--- config.mk ---
export PLATFORM = sky130hd
export DESIGN_NAME = if_fetch_unit
export DESIGN_NICKNAME = d
export VERILOG_FILES = /design/src/rtl/if_fetch_unit.sv
export SDC_FILE = /design/constraint.sdc
export NUM_CORES = 1
export LEC_CHECK = 0
export CORE_ASPECT_RATIO = 1.4
export CORE_UTILIZATION = 51
export CTS_BUF_LIST = sky130_fd_sc_hd__clkbuf_16
export CTS_CLUSTER_DIAMETER = 50
export DETAILED_ROUTE_END_ITERATION = 6
export GPL_TIMING_DRIVEN = 0
export PLACE_DENSITY = 0.78
export SYNTH_ARGS = -nofsm -noshare
export SYNTH_HDL_FRONTEND = slang
export SYNTH_SLANG_ARGS = --single-unit
--- constraint.sdc ---
create_clock -name clk -period 5.5 [get_ports clk]
set_input_delay 1.1 -clock clk [delete_from_list [all_inputs] [get_ports clk]]
set_output_delay 1.1 -clock clk [all_outputs]
set_load 0.01 [all_outputs]
--- src/rtl/if_fetch_unit.sv ---
// Instruction-fetch front end: PC, req/gnt/rvalid imem port, prefetch FIFO.
// Optional FETCH_ALIGN_CHK_EN: misaligned redirect targets raise a fetch exception.
module if_fetch_unit #(
    parameter logic [31:0] RESET_PC   = 32'h0000_0000,
    parameter int          FIFO_DEPTH = 2
) (
    input  logic        clk,
    input  logic        rst,
    input  logic        stall_i,
    input  logic        flush_i,
    input  logic [31:0] flush_pc_i,
    input  logic        branch_flag_i,
    input  logic [31:0] branch_target_i,
    output logic        imem_req_o,
    output logic [31:0] imem_addr_o,
    input  logic        imem_gnt_i,
    input  logic        imem_rvalid_i,
    input  logic [31:0] imem_rdata_i,
    output logic        if_valid_o,
    output logic [31:0] if_pc_o,
    output logic [31:0] if_inst_o,
    output logic        if_excp_o
);
    localparam int CW = $clog2(FIFO_DEPTH + 1);
    localparam int PW = (FIFO_DEPTH > 1) ? $clog2(FIFO_DEPTH) : 1;
    localparam logic [CW:0]   DEPTH_W = (CW + 1)'(FIFO_DEPTH);
    localparam logic [PW-1:0] LAST    = PW'(FIFO_DEPTH - 1);

    logic [31:0]   pc_q, pc_d, rsp_pc_q, rsp_pc_d;
    logic [CW-1:0] out_q, out_d, drop_q, drop_d, cnt_q, cnt_d;
    logic [PW-1:0] rd_q, rd_d, wr_q, wr_d;
    logic [31:0]   pc_mem_q   [FIFO_DEPTH];
    logic [31:0]   inst_mem_q [FIFO_DEPTH];

    logic          redirect, misalign, halt, valid, pop, push, drop;
    logic          req, fire, excp_push, credit;
    logic [31:0]   raw_tgt, tgt;
    logic [CW:0]   used;
    logic [PW-1:0] w_idx;

    function automatic logic [PW-1:0] nxt(input logic [PW-1:0] p);
        return (p == LAST) ? '0 : p + 1'b1;
    endfunction

    assign redirect = flush_i | branch_flag_i;
    assign raw_tgt  = flush_i ? flush_pc_i : branch_target_i;

`ifdef FETCH_ALIGN_CHK_EN
    logic halt_q;
    logic excp_mem_q [FIFO_DEPTH];

    assign tgt       = raw_tgt;
    assign misalign  = raw_tgt[1:0] != 2'b00;
    assign halt      = halt_q;
    assign if_excp_o = valid & excp_mem_q[rd_q];

    always_ff @(posedge clk) begin
        if (rst)
            halt_q <= 1'b0;
        else if (redirect)
            halt_q <= misalign;
    end

    always_ff @(posedge clk) begin
        if (push | excp_push)
            excp_mem_q[w_idx] <= redirect;
    end
`else
    logic unused_tgt_lo;

    assign tgt           = {raw_tgt[31:2], 2'b00};
    assign misalign      = 1'b0;
    assign halt          = 1'b0;
    assign if_excp_o     = 1'b0;
    assign unused_tgt_lo = ^raw_tgt[1:0];
`endif

    // A word leaving the FIFO this cycle frees its slot for a new request.
    assign valid  = cnt_q != '0;
    assign pop    = valid & ~stall_i;
    assign used   = {1'b0, out_q} + {1'b0, cnt_q} - (CW + 1)'(pop);
    assign credit = used < DEPTH_W;

    assign req       = ~rst & ~redirect & ~halt & credit;
    assign fire      = req & imem_gnt_i;
    assign drop      = imem_rvalid_i & (drop_q != '0);
    assign push      = imem_rvalid_i & ~drop & ~redirect;
    assign excp_push = redirect & misalign;
    assign w_idx     = redirect ? '0 : wr_q;

    always_comb begin
        pc_d     = pc_q;
        rsp_pc_d = rsp_pc_q;
        drop_d   = drop_q;
        cnt_d    = cnt_q;
        rd_d     = rd_q;
        wr_d     = wr_q;
        out_d    = out_q + CW'(fire) - CW'(imem_rvalid_i);
        if (redirect) begin
            // Everything still in flight belongs to the old path.
            pc_d     = tgt;
            rsp_pc_d = tgt;
            drop_d   = out_q - CW'(imem_rvalid_i);
            rd_d     = '0;
            wr_d     = excp_push ? nxt('0) : '0;
            cnt_d    = CW'(excp_push);
        end else begin
            if (fire)
                pc_d = pc_q + 32'd4;
            if (drop)
                drop_d = drop_q - 1'b1;
            if (push) begin
                rsp_pc_d = rsp_pc_q + 32'd4;
                wr_d     = nxt(wr_q);
            end
            if (pop)
                rd_d = nxt(rd_q);
            cnt_d = cnt_q + CW'(push) - CW'(pop);
        end
    end

    always_ff @(posedge clk) begin
        if (rst) begin
            pc_q     <= RESET_PC;
            rsp_pc_q <= RESET_PC;
            out_q    <= '0;
            drop_q   <= '0;
            cnt_q    <= '0;
            rd_q     <= '0;
            wr_q     <= '0;
        end else begin
            pc_q     <= pc_d;
            rsp_pc_q <= rsp_pc_d;
            out_q    <= out_d;
            drop_q   <= drop_d;
            cnt_q    <= cnt_d;
            rd_q     <= rd_d;
            wr_q     <= wr_d;
        end
    end

    always_ff @(posedge clk) begin
        if (push | excp_push) begin
            pc_mem_q[w_idx]   <= redirect ? tgt : rsp_pc_q;
            inst_mem_q[w_idx] <= redirect ? 32'h0 : imem_rdata_i;
        end
    end

    assign imem_req_o  = req;
    assign imem_addr_o = pc_q;
    assign if_valid_o  = valid;
    assign if_pc_o     = valid ? pc_mem_q[rd_q] : 32'h0;
    assign if_inst_o   = valid ? inst_mem_q[rd_q] : 32'h0;
endmodule

==> flow_metrics.tcl <==
set metrics [dict create \
    relSlewSlack 0.349 \
    post-cts-setup-buffer-count 0 \
    fin_skew_ns 0.0143 \
    dp.cells 1348 \
    p_per_area_mw_per_mm2 269 \
    die_w_um 117 \
    antenna_found_initial 0 \
    multi_input_area_sq_mm 0.00398 \
    grt_pass1_wl_mm 40.5 \
    grt_pass1_vias 7835 \
    synth_compound_area_frac 0.137 \
    ys_types 57 \
    cts_tree "built" \
    vias_per_cell 5.86 \
    filler_cell_count 1463 \
    num_vias 8083 \
    synth_top_family_by_area "simple AND/OR/NAND/NOR gates" \
    mostFrequentLayoutCells "clkdlybuf4s50_1 (191), edfxtp_1 (124), nor2_1 (104)" \
    stdcell_count 1380 \
    rsz0062_at_grt "no" \
    seq_area_frac_synth 0.544 \
    clockBufferDepth 2 \
    htree_levels 4 \
    setup_violations 0 \
    critPathLaunchType "register" \
    p_leak_nw 4.10 \
    portBuffers 191 \
    peakVddDrop_uv 177 \
    syn_inst 911 \
    synth_seq_cells 193 \
    setup-tns-final_ns 0 \
    numCtsBuffers 17 \
    fin_crit_sh 0.914 \
    period_needed_ns 5.03 \
    finalPower_w 0.00329 \
    synthFlopType "edfxtp_1" \
    overflow 0 \
    critPathRequiredTime_ns 4.40 \
    wl_mm 26.2 \
    grt_usage 0.285 \
    slew_violations 0 \
    clk_latency_ns 0.44 \
    rows 58 \
    status "finished clean" \
    core_sq_mm 0.0180 \
    drcViolationCount 0 \
    avgSynthCellArea_sq_um 10.3 \
    fin_nets 1241 \
    antenna_cells 0 \
    critPathArrivalTime_ns 3.93 \
    synthMuxAreaShare 0.0683 \
    yosysWarnings 0 \
    gp_congestion 0.988 \
    crit_fanout 10 \
    regArea_sq_mm 0.00510 \
    min-delay-path-class "reg -> reg" \
    drt_pre_antenna_iters 6 \
    yosys.area_share.simple 0.184 \
    drt_iter0_drc 752 \
    async_flop_share 0 \
    cts.sinks 193 \
    crit_type "reg -> out" \
    final_common_cell "clkdlybuf4s50_1" \
    area_growth_pct 30.4 \
    netlist_area_sq_mm 0.00938 \
    fmax_ghz 0.199 \
    wl_per_cell_um 19.0 \
    hold_viol_final 0 \
    dieArea_sq_mm 0.0189 \
    synth_edf_count 124 \
    cts-root-buf "clkbuf_16" \
    synth_xor_area_frac 0.0168 \
    ios 202 \
    rr_worst_depth 10 \
    hold_depth 2 \
    grt_max_degree 33 \
    start_util 0.521 \
    postRouteAntennaNets 0 \
    tightest_slew_ns 0.967 \
    hpwl_mm 19.3 \
    ctsResizeCount 0 \
    cts_hold_buf 0 \
    cap_violations 0 \
    synth-adder-area-share 0.0155 \
    drive_gt1_frac 0.0456 \
    clk_pin_slew_ns 0.08 \
    end_kind "output pin" \
    die_h_um 162 \
]
-- critical path, stage by stage, from the launching register on --
cell	delay, ns
dfxtp_1	0.34
nor2_1	0.75
nor2_1	0.25
ha_1	0.34
nand2b_1	0.15
fa_1	0.37
xor2_1	0.51
and3_1	0.24
clkdlybuf4s50_1	0.53
-- cell families (layout without fill, tap and decap cells) --
logic type / after synthesis / after routing
and+or+nand+nor: 353 / 353
other: 1 / 5
xor gates and xnor gates: 18 / 18
muxes: 64 / 64
adders and majority gates: 11 / 11
AOI/OAI and AO/OA: 193 / 193
DFF: 193 / 193
buffers and inverters: 78 / 303
-- final cells by class --
class / instances / share of cell area
clock inverters: 15 / 0.0124
clock buffers: 17 / 0.0348
repair buffers: 193 / 0.160
flip-flops and latches: 193 / 0.417
well taps: 240 / 0.0246
multi-input cells: 644 / 0.325
plain buffers: 60 / 0.0208
inverters: 18 / 0.00552
-- power by group --
part | internal, W | leakage [nW] | switching (W)
sequential | 0.00159 | 1.70 | 0.0000431
clock | 0.000613 | 0.285 | 0.000617
combinational | 0.000188 | 2.12 | 0.000233
-- Yosys cell counts (2+ instances only) --
library cell | number | area (sq um)
a211oi_1 | 23 | 173
a21boi_0 | 2 | 15.0
a21o_1 | 7 | 52.6
a21oi_1 | 47 | 235
a22o_1 | 4 | 35.0
a22oi_1 | 25 | 188
a311oi_1 | 3 | 26.3
a31o_2 | 3 | 26.3
a31oi_1 | 4 | 25.0
a41o_1 | 4 | 40.0
and2_1 | 37 | 231
and3_1 | 15 | 93.8
and4_1 | 7 | 61.3
buf_1 | 5 | 18.8
buf_4 | 7 | 52.6
clkbuf_1 | 46 | 173
dfxtp_1 | 69 | 1380
edfxtp_1 | 124 | 3720
ha_1 | 10 | 125
inv_1 | 18 | 67.6
mux2i_1 | 64 | 641
nand2_1 | 84 | 315
nand2b_1 | 7 | 43.8
nand3_1 | 31 | 155
nand4_1 | 19 | 119
nor2_1 | 105 | 394
nor2b_1 | 3 | 18.8
nor3_1 | 18 | 90.1
nor4_1 | 12 | 75.1
o211ai_1 | 2 | 15.0
o21a_1 | 3 | 22.5
o21ai_0 | 36 | 180
o221ai_1 | 4 | 35.0
o22ai_1 | 7 | 43.8
o311ai_0 | 2 | 17.5
o31a_1 | 7 | 61.3
o31ai_1 | 4 | 30.0
o41ai_1 | 2 | 17.5
or3_1 | 4 | 25.0
or4_1 | 4 | 30.0
xnor2_1 | 11 | 96.3
xor2_1 | 7 | 61.3
-- metrics by stage --
step	hold slack [ns]	setup WS (ns)	area [sq um]	utilization
floorplan	0.450	0.533	9390	-
CTS	0.499	0.362	12200	0.680
detailed placement	0.483	0.502	11700	0.648
global route	0.554	0.232	12200	0.680
finish	0.500	0.474	12200	0.680
global placement	0.469	-1.67	11600	0.645
-- state kept, by name (all words and copies together) (netlist names), named ones only --
| name | flops |
|---|---|
| cnt_q | 2 |
| drop_q | 2 |
| imem_addr_o | 30 |
| inst_mem_q | 64 |
| out_q | 2 |
| pc_mem_q | 60 |
| rd_q | 1 |
| rsp_pc_q | 30 |
| wr_q | 1 |
-- final timing paths --
path	slack, ns	start	endpoint
setup / recovery	0.47	cnt_q[1]	imem_req_o
hold reg to reg	0.50	rsp_pc_q[27]	rsp_pc_q[27]
hold / removal	0.50	rsp_pc_q[27]	rsp_pc_q[27]
setup reg to reg	1.25	cnt_q[1]	imem_addr_o[11]
-- metal layers --
metal,wire (um),GRT usage
met1,9730,0.328
met2,13300,0.500
met3,1950,0.0461
met4,1230,0.152
met5,0,0
(Power assumes the default switching activity.)
